File: config.mk
export PLATFORM = sky130hd
export DESIGN_NAME = max_q_finder_flat
export DESIGN_NICKNAME = d
export VERILOG_FILES = /design/src/rtl/max_q_finder_if.sv /design/src/rtl/max_q_finder.sv /design/src/flat_wrapper.sv
export SDC_FILE = /design/constraint.sdc
export NUM_CORES = 1
export LEC_CHECK = 0
export ABC_AREA = 1
export BUFFER_PORTS_ARGS = -buffer_cell sky130_fd_sc_hd__buf_4
export CAP_MARGIN = 0
export CORE_MARGIN = 2
export CORE_UTILIZATION = 35
export CTS_BUF_LIST = sky130_fd_sc_hd__clkbuf_8
export DETAILED_ROUTE_END_ITERATION = 6
export GPL_TIMING_DRIVEN = 0
export MAX_ROUTING_LAYER = met4
export PLACE_DENSITY = 0.55
export SYNTH_ARGS = -nofsm -noshare
export SYNTH_HDL_FRONTEND = slang
export SYNTH_SLANG_ARGS = --single-unit
File: constraint.sdc
create_clock -name clk -period 4.08 [get_ports clk]
set_input_delay 0.408 -clock clk [delete_from_list [all_inputs] [get_ports clk]]
set_output_delay 0.408 -clock clk [all_outputs]
set_load 0.03 [all_outputs]
File: src/rtl/max_q_finder_if.sv
// max_q_finder_if: Q-value stream in, registered max/argmax result out.
interface max_q_finder_if #(
    parameter int DATA_WIDTH = 32,
    parameter int IDX_WIDTH  = 2
);
    logic                  i_clear;
    logic                  i_valid;
    logic [DATA_WIDTH-1:0] i_q;
    logic [DATA_WIDTH-1:0] o_max_q;
    logic [IDX_WIDTH-1:0]  o_max_idx;
    logic                  o_valid;
    logic                  o_busy;
    modport master (output i_clear, i_valid, i_q, input o_max_q, o_max_idx, o_valid, o_busy);
    modport slave  (input i_clear, i_valid, i_q, output o_max_q, o_max_idx, o_valid, o_busy);
endinterface

File: src/rtl/max_q_finder.sv
// max_q_finder: scans NUM_ACTIONS serial FP32 Q values and emits max_a Q(s',a) with its argmax.
module max_q_finder #(
    parameter int DATA_WIDTH  = 32,
    parameter int NUM_ACTIONS = 4,
    parameter int IDX_WIDTH   = 2
) (
    input logic               clk,
    input logic               rst_n,
    max_q_finder_if.slave     bus
);
    typedef enum logic {IDLE, ACCUM} state_t;
    localparam logic [DATA_WIDTH-1:0] MSB  = {1'b1, {(DATA_WIDTH-1){1'b0}}};
    localparam logic [IDX_WIDTH:0]    LAST = (IDX_WIDTH+1)'(NUM_ACTIONS-1);
    localparam logic [IDX_WIDTH:0]    ONE  = (IDX_WIDTH+1)'(1);
    // Monotonic unsigned key for IEEE-754 ordering; -0 folds onto +0 so ties keep the first.
    function automatic logic [DATA_WIDTH-1:0] fkey(input logic [DATA_WIDTH-1:0] x);
        logic [DATA_WIDTH-1:0] z;
        z = (x == MSB) ? '0 : x;
        return z[DATA_WIDTH-1] ? ~z : (z | MSB);
    endfunction
    state_t                state_q, state_d;
    logic [IDX_WIDTH:0]    cnt_q, cnt_d;
    logic [DATA_WIDTH-1:0] run_max_q, run_max_d;
    logic [IDX_WIDTH-1:0]  run_idx_q, run_idx_d;
    logic [DATA_WIDTH-1:0] omax_q, omax_d;
    logic [IDX_WIDTH-1:0]  oidx_q, oidx_d;
    logic                  ovalid_q, ovalid_d;
    logic                  acc, done, take;
    assign acc  = bus.i_valid && !bus.i_clear;
    assign done = acc && (cnt_q == LAST);
    assign take = (cnt_q == '0) || (fkey(bus.i_q) > fkey(run_max_q));
    always_comb begin
        state_d   = bus.i_clear ? IDLE : (acc ? (done ? IDLE : ACCUM) : state_q);
        cnt_d     = (bus.i_clear || done) ? '0 : (acc ? cnt_q + ONE : cnt_q);
        run_max_d = bus.i_clear ? '0 : ((acc && take) ? bus.i_q : run_max_q);
        run_idx_d = bus.i_clear ? '0 : ((acc && take) ? cnt_q[IDX_WIDTH-1:0] : run_idx_q);
        omax_d    = done ? (take ? bus.i_q : run_max_q) : omax_q;
        oidx_d    = done ? (take ? cnt_q[IDX_WIDTH-1:0] : run_idx_q) : oidx_q;
        ovalid_d  = done;
    end
    always_ff @(posedge clk or negedge rst_n) begin
        if (!rst_n) begin
            state_q   <= IDLE;
            cnt_q     <= '0;
            run_max_q <= '0;
            run_idx_q <= '0;
            omax_q    <= '0;
            oidx_q    <= '0;
            ovalid_q  <= 1'b0;
        end else begin
            state_q   <= state_d;
            cnt_q     <= cnt_d;
            run_max_q <= run_max_d;
            run_idx_q <= run_idx_d;
            omax_q    <= omax_d;
            oidx_q    <= oidx_d;
            ovalid_q  <= ovalid_d;
        end
    end
    assign bus.o_max_q   = omax_q;
    assign bus.o_max_idx = oidx_q;
    assign bus.o_valid   = ovalid_q;
    assign bus.o_busy    = (state_q == ACCUM);
endmodule

File: src/flat_wrapper.sv
// flat-port wrapper written by rule: the top's interface ports become plain ports
module max_q_finder_flat 
#(
    parameter int DATA_WIDTH  = 32,
    parameter int NUM_ACTIONS = 4,
    parameter int IDX_WIDTH   = 2
)
  (clk, rst_n, bus_i_clear, bus_i_valid, bus_i_q, bus_o_max_q, bus_o_max_idx, bus_o_valid, bus_o_busy);
  max_q_finder_if #(.DATA_WIDTH(DATA_WIDTH), .IDX_WIDTH(IDX_WIDTH)) bus_i ();
  input logic clk;
  input logic rst_n;
  input wire logic [$bits(bus_i.i_clear)-1:0] bus_i_clear;
  input wire logic [$bits(bus_i.i_valid)-1:0] bus_i_valid;
  input wire logic [$bits(bus_i.i_q)-1:0] bus_i_q;
  output wire logic [$bits(bus_i.o_max_q)-1:0] bus_o_max_q;
  output wire logic [$bits(bus_i.o_max_idx)-1:0] bus_o_max_idx;
  output wire logic [$bits(bus_i.o_valid)-1:0] bus_o_valid;
  output wire logic [$bits(bus_i.o_busy)-1:0] bus_o_busy;
  assign bus_i.i_clear = bus_i_clear;
  assign bus_i.i_valid = bus_i_valid;
  assign bus_i.i_q = bus_i_q;
  assign bus_o_max_q = bus_i.o_max_q;
  assign bus_o_max_idx = bus_i.o_max_idx;
  assign bus_o_valid = bus_i.o_valid;
  assign bus_o_busy = bus_i.o_busy;
  max_q_finder #(.DATA_WIDTH(DATA_WIDTH), .NUM_ACTIONS(NUM_ACTIONS), .IDX_WIDTH(IDX_WIDTH)) u_core (.clk(clk), .rst_n(rst_n), .bus(bus_i));
endmodule
==> results of run 1 <==
-- through the flow --
step                      std cells  setup TNS (ns)  util, %  hold slack (ns)
after floorplan                 705               0        -            0.112
after global placement          959               0     40.7            0.463
after global routing            972               0     41.8            0.280
final                           972               0     41.8            0.202
after detailed placement        959          -0.497     40.7            0.466
after CTS                       972               0     41.8            0.229
-- metal layers --
layer,part of all wire (%),wire length [µm],up-vias
met1,47,6850,2268
met5,0,0,-
li1,-,-,2441
met4,2.0,288,0
met2,47,6760,104
met3,4.3,619,20
-- power by group --
| group | switching, mW | internal, mW |
|---|---|---|
| combinational | 0.882 | 0.506 |
| sequential | 0.123 | 0.893 |
| clock | 0.271 | 0.222 |
-- worst max path at each step --
stage / from / end / slack (ns)
floorplan: bus_i_q[31] / u_core.run_idx_q[0]$_DFFE_PN0P_ / 0.77
global placement: bus_i_q[31] / u_core.run_max_q[2]$_DFFE_PN0P_ / 0.07
detailed placement: bus_i_q[31] / u_core.bus.o_max_idx[1]$_DFFE_PN0P_ / -0.06
CTS: u_core.run_max_q[6]$_DFFE_PN0P_ / u_core.bus.o_max_idx[1]$_DFFE_PN0P_ / 0.09
global route: u_core.run_max_q[20]$_DFFE_PN0P_ / u_core.bus.o_max_idx[1]$_DFFE_PN0P_ / 0.03
finish: u_core.run_max_q[0]$_DFFE_PN0P_ / u_core.bus.o_max_idx[1]$_DFFE_PN0P_ / 0.42
-- logic make-up (layout without fill, tap and decap cells) --
logic type | Yosys count | in the layout | share of synthesized area, %
adder cells (fa/ha/maj) | 34 | 34 | 8.31
AND/OR/NAND/NOR | 449 | 449 | 38.4
buffers and inverters | 59 | 142 | 5.28
flip-flops | 73 | 73 | 35.7
XOR/XNOR | 43 | 43 | 7.36
AO/OA/AOI/OAI | 47 | 47 | 4.91
-- sequential cells by signal, summed over array words and instances (netlist names) --
name / cells
u_core.bus.o_max_q: 32
u_core.run_idx_q: 2
u_core.bus.o_busy: 1
u_core.bus.o_valid: 1
u_core.bus.o_max_idx: 2
u_core.run_max_q: 32
u_core.cnt_q: 3
-- worst max-delay path: cells and delay by family, from the launching register on --
kind | cells | cell delay, ns
AND/OR/NAND/NOR | 18 | 1.77
XOR/XNOR | 1 | 0.10
flip-flops | 1 | 0.44
adder cells (fa/ha/maj) | 1 | 0.29
AO/OA/AOI/OAI | 1 | 0.13
buffers and inverters | 5 | 0.84
-- cell type report --
class	instances	share of cell area, %
clock buffers	10	2.28
plain buffers	36	3.17
multi-input cells	573	50.1
inverters	23	1.43
repair buffers	70	8.71
well taps	184	3.81
flip-flops and latches	73	30.3
clock inverters	3	0.207
-- synth_stat cells, types with 2 or more instances --
library cell	n	share of area, %
sky130_fd_sc_hd__o22ai_1	2	0.24
sky130_fd_sc_hd__buf_6	3	0.66
sky130_fd_sc_hd__nand3_2	21	4.1
sky130_fd_sc_hd__a21oi_1	30	2.9
sky130_fd_sc_hd__o21a_1	2	0.29
sky130_fd_sc_hd__buf_2	9	0.88
sky130_fd_sc_hd__o21ai_1	2	0.20
sky130_fd_sc_hd__buf_4	4	0.59
sky130_fd_sc_hd__ha_1	34	8.3
sky130_fd_sc_hd__xor2_1	43	7.4
sky130_fd_sc_hd__buf_1	5	0.37
sky130_fd_sc_hd__nand4_1	3	0.37
sky130_fd_sc_hd__clkbuf_1	15	1.1
sky130_fd_sc_hd__dfrtp_1	73	36
sky130_fd_sc_hd__clkinv_1	2	0.15
sky130_fd_sc_hd__inv_2	2	0.15
sky130_fd_sc_hd__inv_1	19	1.4
sky130_fd_sc_hd__nand2_1	256	19
sky130_fd_sc_hd__o21ai_0	8	0.78
sky130_fd_sc_hd__nor2_1	72	5.3
sky130_fd_sc_hd__nand3_1	89	8.7
sky130_fd_sc_hd__nand2_4	3	0.66
sky130_fd_sc_hd__nor3_1	3	0.29
-- repair_timing --
| item | in CTS | in global routing |
|---|---|---|
| gates resized for setup | 0 | 8 |
| setup endpoints to repair | 0 | 68 |
| setup buffers | 0 | 0 |
==> PnR_summary.wiki, run 1 <==
{| class="wikitable"
! Metric !! Value
|-
| Placer Congestion || 0.915
|-
| Final hold violations || 0
|-
| Initial standard-cell utilization of the core || 35.5%
|-
| Max_slew headroom || 34.6%
|-
| Ratio of total power to cell area || 480 nW/µm²
|-
| Number of cells produced by synthesis || 705
|-
| Pin count of the biggest net entering global routing || 74
|-
| Max clock buf depth || 2
|-
| Sequential-to-total area share from yosys stat || 35.7%
|-
| Type of the worst setup path || reg2reg
|-
| Initial antenna violation count || 0
|-
| Global-route wire length before repair || 24.4 mm
|-
| Clock tree from TritonCTS || built
|-
| Average routed wire per standard cell || 14.9 µm
|-
| Most common library cell in the layout ignoring fill and taps || sky130_fd_sc_hd__nand2_1
|-
| Crit Reg-Reg Endpoint || u_core.bus.o_max_idx[1]$_DFFE_PN0P_
|-
| Clock period minus worst slack || 3.66 ns
|-
| Global route hottest layer || met2
|-
| Number of nets in the finished design || 856
|-
| Cell area reported after detailed placement || 5870 µm²
|-
| Total Power || 2.90 mW
|-
| Arrival @ worst endpoint || 3.97 ns
|-
| Critical path's largest stage delay || 0.44 ns
|-
| Mean Syn Cell Area || 7.26 µm²
|-
| Final antenna-violating net count || 0
|-
| LEAKAGE || 3.23 nW
|-
| Total Die Area || 15600 µm²
|-
| CTS Hold Bufs || 0
|-
| Fraction of registers with async set/reset || 100%
|-
| Estimated wirelength of the detail-placed design || 10.6 mm
|-
| Setup slack after placement || -0.0560 ns
|-
| Worst min-delay path category || in2async
|-
| Quantity of I/O buffers inserted on ports || 70
|-
| PnR worst setup slack || 0.420 ns
|-
| Number of rows created at floorplan || 44
|-
| Vias per std cell || 4.97
|-
| Result of the run || complete, no violations
|-
| Cell depth of the worst flop-to-flop path || 26
|-
| Max-cap violations || 0
|-
| Most frequent CP cell || sky130_fd_sc_hd__nand2_1
|-
| Minimum setup slack among reg-to-reg paths || 0.42 ns
|-
| Layout fillers || 1552
|-
| FMAX || 0.273 GHz
|-
| Total number of H-tree levels || 3
|-
| Die height || 125 µm
|-
| Library cell used as clock root buffer || sky130_fd_sc_hd__clkbuf_8
|-
| Final setup vio count || 0
|-
| Number of unique standard cell types used by synthesis || 28
|-
| Met3 track demand over resource in global routing || 3.78%
|-
| Clock Pin Slew Worst Setup and Hold Paths || 0.08 ns
|-
| Die Span X || 125 µm
|-
| Length of the first detailed-routing pass in iterations || 5
|-
| Number of nets in the synthesized netlist || 775
|-
| Via count || 4833
|-
| Inserted Clock Buffers || 9
|-
| Number of global-route vias before repair || 4805
|-
| Final worst clock skew || 0.00887 ns
|-
| EDFF count, synth || 0
|-
| Fin crit share || 89.7%
|-
| Remaining global-route overflow || 0
|-
| Area taken by flip-flops and latches || 1830 µm²
|-
| Total Routed Length || 14.5 mm
|-
| Warnings, synthesis || 0
|-
| GRT met1 Usage || 26.1%
|-
| TritonCTS Sinks || 73
|-
| Total I/O pin count || 72
|-
| Maximum net fanout on the critical path || 10
|-
| RR Startpoint || u_core.run_max_q[0]$_DFFE_PN0P_
|-
| Total inserted antenna cells || 0
|-
| Main flop type after synthesis || sky130_fd_sc_hd__dfrtp_1
|-
| Flops & latches, synth || 73
|-
| Worst slew pin tran || 0.980 ns
|-
| Maximum vdd drop || 224 µV
|-
| Final Max Tran Viols || 0
|-
| GR met2 Demand/Resource || 31.7%
|-
| Category of the worst setup path launch point || register
|-
| Area of the core || 14400 µm²
|-
| CP required || 4.39 ns
|-
| Area of the mapped netlist || 5120 µm²
|-
| Summed area of non-filler cells in the final layout || 6040 µm²
|-
| Multi-input logic area || 3030 µm²
|-
| Commonest non-fill, non-tap cells in the layout || 256 x sky130_fd_sc_hd__nand2_1, 89 x sky130_fd_sc_hd__nand3_1, 76 x sky130_fd_sc_hd__buf_4, 73 x sky130_fd_sc_hd__dfrtp_1, 72 x sky130_fd_sc_hd__nor2_1
|-
| Clock insertion delay at the later pin of the skew report || 0.37 ns
|-
| Drc violations || 0
|-
| First-iteration detailed-routing DRC count || 239
|-
| Area Growth Syn to Fin || 17.9%
|-
| Setup repair after global routing missed its margin || no
|-
| Slowest cell on the critical path || sky130_fd_sc_hd__dfrtp_1
|-
| CP Capture Type || register
|-
| Fraction of final layout cells with drive strength greater than 1 || 16.2%
|-
| Overall global routing resource usage || 20.0%
|}
Power figures use the tool's default switching activity.
==> inputs of run 2 (changes only) <==
--- a/config.mk
+++ b/config.mk
@@ -9,12 +9,12 @@
 export BUFFER_PORTS_ARGS = -buffer_cell sky130_fd_sc_hd__buf_4
 export CAP_MARGIN = 0
 export CORE_MARGIN = 2
-export CORE_UTILIZATION = 35
+export CORE_UTILIZATION = 60
 export CTS_BUF_LIST = sky130_fd_sc_hd__clkbuf_8
 export DETAILED_ROUTE_END_ITERATION = 6
 export GPL_TIMING_DRIVEN = 0
 export MAX_ROUTING_LAYER = met4
-export PLACE_DENSITY = 0.55
+export PLACE_DENSITY = 0.85
 export SYNTH_ARGS = -nofsm -noshare
 export SYNTH_HDL_FRONTEND = slang
 export SYNTH_SLANG_ARGS = --single-unit
==> run 2 against run 1 <==
  * Sequential share of layout area rose by 0.20 points
  * Non-clock buffer count unchanged
  * Global-route usage is 14 points higher
  * Register-to-register slack is essentially flat
  * Highest routed layer unchanged
  * Cell count down 7.9%
  * Sequential power hardly changed
  * Sequential cell count unchanged
  * Largest power group unchanged
  * Utilization rose by 31 points
==> PnR_summary.wiki, run 2 (synthesis gave the netlist of run 1 again) <==
{| class="wikitable"
! Metric !! Value
|-
| Result of the run || complete, no violations
|-
| Minimum setup slack among reg-to-reg paths || 0.41 ns
|-
| Layout fillers || 701
|-
| Die height || 96.4 µm
|-
| Ratio of total power to cell area || 511 nW/µm²
|-
| Area of the core || 8260 µm²
|-
| Number of nets in the finished design || 856
|-
| PnR worst setup slack || 0.410 ns
|-
| RR Startpoint || u_core.run_max_q[0]$_DFFE_PN0P_
|-
| LEAKAGE || 3.25 nW
|-
| Total I/O pin count || 72
|-
| Area Growth Syn to Fin || 17.2%
|-
| Maximum vdd drop || 270 µV
|-
| Inserted Clock Buffers || 9
|-
| Final Max Tran Viols || 0
|-
| TritonCTS Sinks || 73
|-
| Total Die Area || 9280 µm²
|-
| Max_slew headroom || 36.4%
|-
| Number of rows created at floorplan || 33
|-
| Clock Pin Slew Worst Setup and Hold Paths || 0.08 ns
|-
| Average routed wire per standard cell || 15.9 µm
|-
| GRT met1 Usage || 42.3%
|-
| Remaining global-route overflow || 0
|-
| Cell depth of the worst flop-to-flop path || 25
|-
| Worst path bufs/invs || 6
|-
| GR met2 Demand/Resource || 55.4%
|-
| Most common library cell in the layout ignoring fill and taps || sky130_fd_sc_hd__nand2_1
|-
| Worst slew pin tran || 0.954 ns
|-
| Final setup vio count || 0
|-
| Most frequent CP cell || sky130_fd_sc_hd__nand2_1
|-
| Slowest cell on the critical path || sky130_fd_sc_hd__dfrtp_1
|-
| Top delay family on crit path || simple AND/OR/NAND/NOR gates
|-
| CP Capture Type || register
|-
| Maximum net fanout on the critical path || 10
|-
| FMAX || 0.272 GHz
|-
| Library cell used as clock root buffer || sky130_fd_sc_hd__clkbuf_8
|-
| Global-route wire length before repair || 23.2 mm
|-
| Pin count of the biggest net entering global routing || 74
|-
| Total inserted antenna cells || 0
|-
| Clock tree from TritonCTS || built
|-
| Total Routed Length || 14.2 mm
|-
| Initial antenna violation count || 0
|-
| Quantity of I/O buffers inserted on ports || 70
|-
| Total number of H-tree levels || 3
|-
| Type of the worst setup path || reg2reg
|-
| Placer Congestion || 0.918
|-
| Crit Reg-Reg Endpoint || u_core.run_max_q[12]$_DFFE_PN0P_
|-
| Max-cap violations || 0
|-
| Critical path's largest stage delay || 0.45 ns
|-
| Clock period minus worst slack || 3.67 ns
|-
| Number of global-route vias before repair || 4871
|-
| Global route hottest layer || met2
|-
| Setup slack after placement || -0.0224 ns
|-
| Length of the first detailed-routing pass in iterations || 6
|-
| Fraction of final layout cells with drive strength greater than 1 || 16.6%
|-
| Met3 track demand over resource in global routing || 5.48%
|-
| Overall global routing resource usage || 33.6%
|-
| Commonest non-fill, non-tap cells in the layout || 256 x sky130_fd_sc_hd__nand2_1, 89 x sky130_fd_sc_hd__nand3_1, 76 x sky130_fd_sc_hd__buf_4, 73 x sky130_fd_sc_hd__dfrtp_1, 72 x sky130_fd_sc_hd__nor2_1
|-
| Final worst clock skew || 0.00976 ns
|-
| Category of the worst setup path launch point || register
|-
| Initial standard-cell utilization of the core || 62.0%
|-
| Vias per std cell || 5.66
|-
| Worst min-delay path category || in2async
|-
| Die Span X || 96.4 µm
|-
| Drc violations || 0
|-
| Clock insertion delay at the later pin of the skew report || 0.37 ns
|-
| Final antenna-violating net count || 0
|-
| Worst hold slack || 0.171 ns
|-
| Setup repair after global routing missed its margin || no
|-
| Estimated wirelength of the detail-placed design || 10.2 mm
|-
| Via count || 5063
|-
| Max clock buf depth || 2
|-
| Fin crit share || 90.0%
|-
| Final hold violations || 0
|-
| Arrival @ worst endpoint || 3.97 ns
|-
| First-iteration detailed-routing DRC count || 326
|-
| CP required || 4.38 ns
|}
run 2: worst max path at each step:
stage / cells past startpoint / endpoint / slack (ns) / startpoint
global route: 26 / u_core.bus.o_max_q[27]$_DFFE_PN0P_ / 0.02 / u_core.run_max_q[2]$_DFFE_PN0P_
finish: 25 / u_core.run_max_q[12]$_DFFE_PN0P_ / 0.41 / u_core.run_max_q[0]$_DFFE_PN0P_
CTS: 24 / u_core.run_max_q[28]$_DFFE_PN0P_ / 0.09 / u_core.run_max_q[18]$_DFFE_PN0P_
floorplan: 24 / u_core.run_idx_q[0]$_DFFE_PN0P_ / 0.77 / bus_i_q[31]
detailed placement: 24 / u_core.run_max_q[28]$_DFFE_PN0P_ / -0.02 / bus_i_q[31]
global placement: 24 / u_core.run_max_q[2]$_DFFE_PN0P_ / 0.03 / bus_i_q[31]
run 2: stage by stage:
stage | instances | setup TNS [ns] | util [%] | instance area, µm² | total power [mW]
final | 895 | 0 | 72.6 | 6000 | 3.06
after global routing | 895 | 0 | 72.6 | 6000 | 3.27
after CTS | 895 | 0 | 72.5 | 5980 | 3.06
after detailed placement | 880 | -0.0508 | 69.9 | 5770 | 2.42
after global placement | 880 | 0 | 69.9 | 5770 | 2.36
after floorplan | 705 | 0 | - | 5120 | 1.94
run 2: cell type report:
| cell class | count | area (µm²) | area share, % |
|---|---|---|---|
| inverters | 23 | 86.3 | 1.44 |
| multi-input cells | 573 | 3030 | 50.5 |
| flip-flops and latches | 73 | 1830 | 30.5 |
| clock inverters | 6 | 85.1 | 1.42 |
| plain buffers | 36 | 191 | 3.19 |
| repair buffers | 70 | 526 | 8.76 |
| well taps | 105 | 131 | 2.19 |
| clock buffers | 9 | 124 | 2.07 |
run 2: worst reg2reg max path: stages, from the launching register on:
cell and delay [ns]:
sky130_fd_sc_hd__dfrtp_1 0.45, sky130_fd_sc_hd__nor2_1 0.11, sky130_fd_sc_hd__nand2_1 0.07, sky130_fd_sc_hd__nor2_1 0.14, sky130_fd_sc_hd__nand2_1 0.09, sky130_fd_sc_hd__inv_1 0.05
sky130_fd_sc_hd__nand2_1 0.05, sky130_fd_sc_hd__nand2_1 0.14, sky130_fd_sc_hd__buf_4 0.24, sky130_fd_sc_hd__buf_4 0.25, sky130_fd_sc_hd__xor2_1 0.10, sky130_fd_sc_hd__ha_1 0.30
sky130_fd_sc_hd__nand2_1 0.06, sky130_fd_sc_hd__inv_1 0.06, sky130_fd_sc_hd__nand3_1 0.10, sky130_fd_sc_hd__nor3_2 0.18, sky130_fd_sc_hd__o21ai_0 0.13, sky130_fd_sc_hd__nand2_1 0.08
sky130_fd_sc_hd__nand4_1 0.11, sky130_fd_sc_hd__nand3_2 0.10, sky130_fd_sc_hd__nand2_4 0.10, sky130_fd_sc_hd__nand2_4 0.14, sky130_fd_sc_hd__buf_6 0.17, sky130_fd_sc_hd__buf_6 0.18
sky130_fd_sc_hd__nand3_1 0.10, sky130_fd_sc_hd__nand2_1 0.10
run 2: power by group:
part	internal, mW	switching [mW]	total [mW]
sequential	0.892	0.129	1.02
clock	0.339	0.294	0.633
combinational	0.508	0.902	1.41
total	1.74	1.33	3.06
run 2: what timing repair did:
item / 4_1_cts / 5_1_grt
setup endpoints to repair: 0 / 68
resized for setup: 0 / 8
buffers inserted: 0 / 0
hold buffers: 0 / 0
hold endpoints to repair: 0 / 0
run 2: layer usage:
layer	routed length [µm]	up-vias	part of all wire, %
met4	257	0	1.8
met2	6960	209	49
met3	968	27	6.8
li1	-	2437	-
met5	0	-	0
met1	6000	2390	42
==> inputs of run 3 (changes only) <==
--- a/config.mk
+++ b/config.mk
@@ -7,14 +7,13 @@
 export LEC_CHECK = 0
 export ABC_AREA = 1
 export BUFFER_PORTS_ARGS = -buffer_cell sky130_fd_sc_hd__buf_4
-export CAP_MARGIN = 0
+export CAP_MARGIN = 20
 export CORE_MARGIN = 2
-export CORE_UTILIZATION = 60
-export CTS_BUF_LIST = sky130_fd_sc_hd__clkbuf_8
+export CORE_UTILIZATION = 58
 export DETAILED_ROUTE_END_ITERATION = 6
 export GPL_TIMING_DRIVEN = 0
 export MAX_ROUTING_LAYER = met4
-export PLACE_DENSITY = 0.85
+export PLACE_DENSITY = 0.83
 export SYNTH_ARGS = -nofsm -noshare
 export SYNTH_HDL_FRONTEND = slang
 export SYNTH_SLANG_ARGS = --single-unit
==> run 3 against run 2 <==
  * Combinational power hardly changed
  * Critical path depth unchanged
  * Sequential cell count did not move
  * Register-to-register slack worse by 0.09 ns
  * Sequential power is essentially flat
  * Cell count up 0.45%
  * Non-clock buffer count stayed put
  * Clock-buffer cell count is the same
  * Setup slack worse by 0.099 ns
==> PnR_summary.wiki, run 3 (synthesis gave the netlist of run 1 again) <==
{| class="wikitable"
! Metric !! Value
|-
| Clock tree from TritonCTS || built
|-
| Proportion of power drawn by flip-flops and latches || 33.1%
|-
| Ratio of total power to cell area || 511 nW/µm²
|-
| Clock period minus worst slack || 3.77 ns
|-
| CTS Hold Bufs || 0
|-
| Total net switching power || 1.32 mW
|-
| Worst min-delay path category || in2async
|-
| Library cell used as clock root buffer || sky130_fd_sc_hd__clkbuf_8
|-
| Arrival @ worst endpoint || 4.07 ns
|-
| Overall global routing resource usage || 30.3%
|-
| Final worst clock skew || 0.00793 ns
|-
| Global-route wire length before repair || 23.3 mm
|-
| Max-cap violations || 0
|-
| CP Capture Type || register
|-
| Commonest non-fill, non-tap cells in the layout || 256 x sky130_fd_sc_hd__nand2_1, 89 x sky130_fd_sc_hd__nand3_1, 76 x sky130_fd_sc_hd__buf_4, 73 x sky130_fd_sc_hd__dfrtp_1, 72 x sky130_fd_sc_hd__nor2_1
|-
| FMAX || 0.265 GHz
|-
| Part of the power in the clock network || 21.2%
|-
| Number of nets in the finished design || 856
|-
| Result of the run || complete, no violations
|-
| Number of rows created at floorplan || 34
|-
| Fin crit share || 92.4%
|-
| Quantity of I/O buffers inserted on ports || 70
|-
| First-iteration detailed-routing DRC count || 353
|-
| Die height || 97.9 µm
|-
| Type of the worst setup path || in2reg
|-
| Average routed wire per standard cell || 15.5 µm
|-
| Total I/O pin count || 72
|-
| Maximum vdd drop || 298 µV
|-
| Die Span X || 97.9 µm
|-
| TritonCTS Sinks || 73
|-
| Cell area reported after detailed placement || 5780 µm²
|-
| Fraction of final layout cells with drive strength greater than 1 || 16.7%
|-
| LEAKAGE || 3.26 nW
|-
| Final antenna-violating net count || 0
|-
| Max clock buf depth || 2
|-
| Placer Congestion || 0.954
|-
| Total number of H-tree levels || 3
|-
| Vias per std cell || 5.70
|-
| Worst slew pin tran || 0.963 ns
|-
| Total Die Area || 9590 µm²
|-
| Category of the worst setup path launch point || primary input
|-
| Most common library cell in the layout ignoring fill and taps || sky130_fd_sc_hd__nand2_1
|-
| CP required || 4.38 ns
|-
| Summed area of non-filler cells in the final layout || 6010 µm²
|-
| Final setup vio count || 0
|-
| Inserted Clock Buffers || 9
|-
| Pin count of the biggest net entering global routing || 74
|-
| Max_slew headroom || 35.8%
|-
| Number of buffers inserted to repair setup after CTS || 0
|-
| Via count || 5121
|-
| Clock Pin Slew Worst Setup and Hold Paths || 0.09 ns
|-
| Remaining global-route overflow || 0
|-
| Estimated wirelength of the detail-placed design || 9.80 mm
|-
| Total inserted antenna cells || 0
|-
| Area of the core || 8640 µm²
|-
| Drc violations || 0
|-
| Number of global-route vias before repair || 4837
|-
| Initial standard-cell utilization of the core || 59.3%
|-
| Final Core Density || 69.6%
|-
| Internal Dissipation || 1.74 mW
|-
| Final Max Tran Viols || 0
|-
| Clock insertion delay at the later pin of the skew report || 0.36 ns
|-
| Area Growth Syn to Fin || 17.4%
|-
| Switching share of power || 43.2%
|-
| Length of the first detailed-routing pass in iterations || 5
|-
| Final hold violations || 0
|-
| Maximum net fanout on the critical path || 10
|-
| Layout fillers || 703
|-
| Total Routed Length || 13.9 mm
|-
| Initial antenna violation count || 0
|-
| Setup repair after global routing missed its margin || no
|-
| Share of total power in combinational logic || 45.7%
|}
## run 3: cell types whose count changed in the layout (fill, tap and decap cells not counted), sizes merged
cell,previous run,this run
inv,22,21
clkbuf,25,26
buf,90,89
clkinv,4,6
## run 3: power by group through the flow
stage	Sequential (mW)	Clock [mW]	Combinational [mW]
6_report	1.02	0.651	1.40
5_1_grt	1.04	0.685	1.53
4_1_cts	1.02	0.654	1.40
3_5_place_dp	1.03	0	1.39
3_3_place_gp	1.02	0	1.34
2_1_floorplan	1.27	0	0.665
## run 3: layout make-up
cell class              count  area [µm²]  area share [%]
inverters                  23        86.3            1.44
clock inverters             7        95.1            1.58
well taps                 108         135            2.25
plain buffers              36         194            3.23
multi-input cells         573        3020            50.3
repair buffers             70         526            8.75
clock buffers               9         124            2.06
flip-flops and latches     73        1830            30.4
## run 3: worst paths after layout
check	start	to	slack, ns	cells after the start
max	bus_i_q[31]	u_core.run_max_q[12]$_DFFE_PN0P_	0.31	25
min	rst_n	u_core.run_max_q[24]$_DFFE_PN0P_	0.20	1
max reg2reg	u_core.run_max_q[0]$_DFFE_PN0P_	u_core.run_max_q[12]$_DFFE_PN0P_	0.32	25
min reg2reg	u_core.bus.o_max_q[21]$_DFFE_PN0P_	u_core.bus.o_max_q[21]$_DFFE_PN0P_	0.48	2
max in group asynchronous	rst_n	u_core.run_max_q[10]$_DFFE_PN0P_	3.26	1
min in group clk	bus_i_q[5]	u_core.run_max_q[5]$_DFFE_PN0P_	0.32	3
## run 3: what timing repair did
item | in CTS | in global routing
setup endpoints to repair | 0 | 68
gates resized for setup | 0 | 8
endpoints found under the hold margin | 0 | 0
## run 3: worst max-delay path, cell delays in order
cell and delay (ns):
sky130_fd_sc_hd__buf_4 0.16, sky130_fd_sc_hd__inv_2 0.06, sky130_fd_sc_hd__nor2_1 0.04, sky130_fd_sc_hd__nand2_1 0.05, sky130_fd_sc_hd__nor2_1 0.04, sky130_fd_sc_hd__nand2_1 0.08
sky130_fd_sc_hd__nor2_1 0.05, sky130_fd_sc_hd__nor2_1 0.26, sky130_fd_sc_hd__buf_1 0.68, sky130_fd_sc_hd__xor2_1 0.17, sky130_fd_sc_hd__ha_1 0.35, sky130_fd_sc_hd__nand2_1 0.06
sky130_fd_sc_hd__inv_1 0.05, sky130_fd_sc_hd__nand3_1 0.08, sky130_fd_sc_hd__nor3_1 0.25, sky130_fd_sc_hd__o21ai_0 0.15, sky130_fd_sc_hd__nand2_1 0.09, sky130_fd_sc_hd__nand4_1 0.12
sky130_fd_sc_hd__nand3_2 0.12, sky130_fd_sc_hd__nand2_4 0.10, sky130_fd_sc_hd__nand2_4 0.12, sky130_fd_sc_hd__buf_6 0.16, sky130_fd_sc_hd__buf_6 0.18, sky130_fd_sc_hd__nand3_1 0.09
sky130_fd_sc_hd__nand2_1 0.11
## run 3: through the flow
stage	TNS, ns	hold WS (ns)	instances	worst slack [ns]	power, mW
floorplan	0	0.112	705	0.773	1.94
global route	0	0.287	899	0.0291	3.26
detailed placement	-0.456	0.466	883	-0.0517	2.41
finish	0	0.202	899	0.311	3.07
global placement	0	0.463	883	0.128	2.36
CTS	0	0.229	899	0.0922	3.06
## run 3: metal layers
metal,GRT usage [%],share of wire [%]
met1,40.2,42
met2,47.7,48
met3,3.58,7.2
met4,12.1,2.3
met5,-,0
